## src/rtl/spi_controller.sv

```systemverilog
// SPI mode-0 initiator: shifts one 16-bit frame {rw, addr[6:0], data[7:0]} MSB first
// and captures the last eight cipo bits as read data.
module spi_controller #(
    parameter int unsigned CLK_DIV  = 4,
    parameter int unsigned CS_SETUP = 2,
    parameter int unsigned CS_HOLD  = 2,
    parameter int unsigned CS_GAP   = 4
) (
    input  logic       clk,
    input  logic       rst_n,
    input  logic       req_valid_i,
    output logic       req_ready_o,
    input  logic       req_write_i,
    input  logic [6:0] req_addr_i,
    input  logic [7:0] req_data_i,
    input  logic       cipo_i,
    output logic       sclk_o,
    output logic       copi_o,
    output logic       ncs_o,
    output logic       busy_o,
    output logic       done_o,
    output logic [7:0] rd_data_o
);

    localparam int unsigned DivW   = (CLK_DIV > 1) ? $clog2(CLK_DIV) : 1;
    localparam int unsigned CntMax = (CS_SETUP > CS_HOLD) ?
                                     ((CS_SETUP > CS_GAP) ? CS_SETUP : CS_GAP) :
                                     ((CS_HOLD > CS_GAP) ? CS_HOLD : CS_GAP);
    localparam int unsigned CntW   = (CntMax > 1) ? $clog2(CntMax) : 1;

    typedef enum logic [2:0] {StIdle, StSetup, StShift, StHold, StGap} state_e;

    state_e            state_q;
    logic [CntW-1:0]   cnt_q;
    logic [DivW-1:0]   div_q;
    logic [3:0]        bit_q;
    logic [15:0]       shift_q;
    logic [7:0]        rx_q;
    logic [7:0]        rd_data_q;
    logic              sclk_q, copi_q, ncs_q, busy_q, done_q, ready_q;

    always_ff @(posedge clk or negedge rst_n) begin
        if (!rst_n) begin
            state_q   <= StIdle;
            cnt_q     <= '0;
            div_q     <= '0;
            bit_q     <= '0;
            shift_q   <= '0;
            rx_q      <= '0;
            rd_data_q <= '0;
            sclk_q    <= 1'b0;
            copi_q    <= 1'b0;
            ncs_q     <= 1'b1;
            busy_q    <= 1'b0;
            done_q    <= 1'b0;
            ready_q   <= 1'b1;
        end else begin
            done_q <= 1'b0;
            case (state_q)
                StIdle: begin
                    if (req_valid_i) begin
                        shift_q <= {req_write_i, req_addr_i, req_data_i};
                        copi_q  <= req_write_i;
                        ncs_q   <= 1'b0;
                        busy_q  <= 1'b1;
                        ready_q <= 1'b0;
                        cnt_q   <= CntW'(CS_SETUP - 1);
                        state_q <= StSetup;
                    end
                end
                StSetup: begin
                    if (cnt_q == '0) begin
                        div_q   <= DivW'(CLK_DIV - 1);
                        bit_q   <= 4'd15;
                        state_q <= StShift;
                    end else begin
                        cnt_q <= cnt_q - CntW'(1);
                    end
                end
                StShift: begin
                    if (div_q != '0) begin
                        div_q <= div_q - DivW'(1);
                    end else if (!sclk_q) begin
                        sclk_q <= 1'b1;
                        rx_q   <= {rx_q[6:0], cipo_i};
                        div_q  <= DivW'(CLK_DIV - 1);
                    end else begin
                        // Falling edge: either present the next bit or leave for HOLD.
                        sclk_q <= 1'b0;
                        if (bit_q == 4'd0) begin
                            cnt_q   <= CntW'(CS_HOLD - 1);
                            state_q <= StHold;
                        end else begin
                            bit_q   <= bit_q - 4'd1;
                            shift_q <= {shift_q[14:0], 1'b0};
                            copi_q  <= shift_q[14];
                            div_q   <= DivW'(CLK_DIV - 1);
                        end
                    end
                end
                StHold: begin
                    if (cnt_q == '0) begin
                        ncs_q     <= 1'b1;
                        copi_q    <= 1'b0;
                        done_q    <= 1'b1;
                        rd_data_q <= rx_q;
                        cnt_q     <= CntW'(CS_GAP - 1);
                        state_q   <= StGap;
                    end else begin
                        cnt_q <= cnt_q - CntW'(1);
                    end
                end
                StGap: begin
                    if (cnt_q == '0) begin
                        busy_q  <= 1'b0;
                        ready_q <= 1'b1;
                        state_q <= StIdle;
                    end else begin
                        cnt_q <= cnt_q - CntW'(1);
                    end
                end
                default: state_q <= StIdle;
            endcase
        end
    end

    assign req_ready_o = ready_q;
    assign sclk_o      = sclk_q;
    assign copi_o      = copi_q;
    assign ncs_o       = ncs_q;
    assign busy_o      = busy_q;
    assign done_o      = done_q;
    assign rd_data_o   = rd_data_q;

endmodule

```

## config.mk

```make
export PLATFORM = sky130hd
export DESIGN_NAME = spi_controller
export DESIGN_NICKNAME = d
export VERILOG_FILES = /design/src/rtl/spi_controller.sv
export SDC_FILE = /design/constraint.sdc
export NUM_CORES = 1
export LEC_CHECK = 0
export ABC_AREA = 0
export CAP_MARGIN = 40
export CELL_PAD_IN_SITES_DETAIL_PLACEMENT = 1
export CELL_PAD_IN_SITES_GLOBAL_PLACEMENT = 2
export CORE_UTILIZATION = 32
export DETAILED_ROUTE_END_ITERATION = 7
export PLACE_DENSITY = 0.79
export SLEW_MARGIN = 20
export SYNTH_ARGS = -nofsm -noshare
export SYNTH_HDL_FRONTEND = slang
export SYNTH_SLANG_ARGS = --single-unit
```

## constraint.sdc

```tcl
create_clock -name clk -period 1.7 [get_ports clk]
set_clock_uncertainty 0.05 [all_clocks]
set_input_delay 0.34 -clock clk [delete_from_list [all_inputs] [get_ports clk]]
set_output_delay 0.34 -clock clk [all_outputs]
set_load 0.01 [all_outputs]
```

==> out/metrics.csv <==
metric;value;unit
synthesis-to-finish area growth;43.99;%
post-synthesis mux area share;0.1752;
DR WL met3;233;um
Final ANT Viol Nets;0;
Chip Width;87.94;um
WP data required;1850;ps
# port buffers;33;
global-route usage over all layers;0.1629;
Clk Latency, worst-skew pair;310;ps
Pwr Density;624.7;nW/um^2
CTS root buf;clkbuf_8;
final worst setup slack;-140.8;ps
Detailed Routing Iterations Pass 1;4;
Net Switching;473.6;uW
worst slew pin tran;390.4;ps
Max clock buf depth;2;
CP Class;reg -> reg;
failing checks;setup timing;
Peak VDD IR;0.5660;mV
Row Count;30;
syn avg cell area;10.99;um^2
TritonCTS clock tree;yes;
diode count;0;
placed cell areas;2993;um^2
Synth Area in Adders;0.01588;
Clock power frac;0.412;
CTS sink count;48;
Post-Syn Nets;238;
Max Freq;0.5433;GHz
CP top delay family;compound AO/OA/AOI/OAI gates;
M1 wire length;2.613;mm
Final Instance Area;3403;um^2
post-synthesis xor/xnor area fraction;0.003706;
most instantiated library cell after synthesis;nand2_1;
gr ovfl total;0;
Core ar.;6982;um^2
crit path cell chain;inv_1, ha_2, and2_4, a2111o_1, nand4b_1, mux2_4;
r2r startpoint;div_q[0];
RePlAce Congestion;0.7522;
drt wl/cell;15.34;um
Synth Register Bits;48;
chip height;87.94;um
critical path arrival;1990;ps
worst slack, placed;-541.1;ps
Comb pwr share;0.043;
Post-route DRC;0;
met2 WL;3.018;mm
main combinational cell family by area after synthesis;multiplexers;
internal power;1.652;mW
DR top layer;met4;
Leakage;1.680;nW
top area cells in the synthesized netlist;dfrtp_1, mux2_2, nand2_1;
nets@finish;311;
Post-Synthesis Cells;215;
largest net degree at the start of global routing;35;
Post-synth ARST share;1.000;
IO Count;34;
Seq pwr share;0.545;
unrepaired setup endpoints after global routing;true;
Initial Util;0.3385;
setup violators final;17;
Slew Viols, Final;0;
Post-Synth Simple-Gate Area;0.1668;
YS warnings;0;
Yosys cell types;44;
leading area contributor after synthesis;dfrtp_1;
Net Sw Frac;0.2228;
outcome;finished with violations;
total number of vias;1814;
Via density;4.712;
WP buf/inv;1;
worst hold path type;in -> async;
share of the synthesized area in the top cell type;0.4870;
htree depth;2;
max-cap viol count;0;
initial antenna violation count;0;
post-synthesis sequential area ratio;0.5093;
total wire length;5.906;mm
CP Max Fanout;3;
TritonCTS Buffers;5;
Detailed Place HPWL;3.835;mm
Setup crit start;div_q[0];
Post-synth EDFFs;0;
most common library cells after synthesis;nand2_1, dfrtp_1, mux2_2;
startpoint types;register;
DR iter-0 viols;55;
vias in the first global route;1978;
Main synth FF type;dfrtp_1;
max incr delay on CP;410;ps
min cycle time layout;1841;ps
first-pass GRT wire length;9.625;mm
Synth Area in Compound Gates;0.08523;
crit end category;register;
Die ar.;7733;um^2
period utilization;1.083;
mapped cell area;2364;um^2
Worst slew margin;0.7397;
Fin. Hold Viols;0;
share of layout cells above drive strength 1;0.3702;
Worst-path clk slew;100;ps
Crit-path slowest cell;a2111o_1;
[per-stage QoR]
stage | power, mW | util | std cells | TNS (ps) | hold WS [ps]
after detailed placement | 1.269 | 0.4287 | 363 | -9516 | 244.1
after global placement | 1.266 | 0.4287 | 363 | -8199 | 243.2
after global routing | 2.194 | 0.4875 | 385 | -3893 | 441.4
final | 2.126 | 0.4875 | 385 | -1691 | 418.6
after floorplan | 1.190 | - | 215 | -984.5 | -5.591
after CTS | 2.146 | 0.4688 | 380 | -2358 | 425.2
[flip-flops by register name, indices dropped and copies added, names as in the netlist]
signal,count
div_q,2
rx_q,8
bit_q,4
state_q,3
shift_q,15
copi_o,1
req_ready_o,1
busy_o,1
rd_data_o,8
done_o,1
ncs_o,1
sclk_o,1
cnt_q,2
[path summary, 6_finish.rpt]
| check | slack [ps] | to | depth (start not counted) |
|---|---|---|---|
| worst max-delay path | -140 | cnt_q[1] | 6 |
| worst min-delay path | 420 | shift_q[12] | 2 |
| worst max register to register | -140 | cnt_q[1] | 6 |
| worst min register to register | 420 | ncs_o | 2 |
| max in group asynchronous | 600 | ncs_o | 3 |
| min in group clk | 420 | ncs_o | 2 |
[layout by cell type, fill, tap and decap left out, drive strengths merged, types with 3 or more instances in the layout]
cell type	n
mux2	32
o21ai	7
buf	43
nand2b	3
nor2	7
or3b	3
a21oi	11
nor2b	4
inv	10
ha	3
clkdlybuf4s50	29
nand3b	3
nand2	52
dfrtp	46
clkbuf	5
dlygate4sd2	3
[kinds of logic (layout without fill, tap and decap cells)]
| family | Yosys count | in the layout |
|---|---|---|
| buffers and inverters | 19 | 93 |
| AO/OA/AOI/OAI | 30 | 30 |
| multiplexers | 34 | 34 |
| flip-flops | 48 | 48 |
| AND/OR/NAND/NOR | 80 | 80 |
| XOR/XNOR | 1 | 1 |
| adder cells (fa/ha/maj) | 3 | 3 |
[layer usage]
metal	GRT usage	up-vias
li1	-	876
met1	0.2035	904
met2	0.2861	29
met3	0.03582	5
met4	0.03875	0
met5	0	-
[final cells by class]
type                    instances  area (um^2)
fillers                       783         3578
flip-flops and latches         48         1204
multi-input cells             148         1187
repair buffers                 76        743.2
well taps                      96        120.1
clock buffers                   5        68.82
clock inverters                 3        46.29
inverters                       9        33.78
[power by group through the flow]
stage | clock [mW] | sequential, mW | combinational, mW
after floorplan | 0 | 1.18 | 0.0103
after global placement | 0 | 1.18 | 0.0864
after detailed placement | 0 | 1.18 | 0.0880
after CTS | 0.895 | 1.16 | 0.0919
after global routing | 0.931 | 1.16 | 0.102
final | 0.875 | 1.16 | 0.0917
[what timing repair did]
action                                 in CTS  in global routing
pin swaps                                   6                  7
buffers inserted                            9                  5
setup endpoints to repair                  32                 40
hold buffers                                1                  0
resized for setup                          20                 25
endpoints found under the hold margin      13                  0
gates cloned                                0                  1
Power figures use the tool's default switching activity.
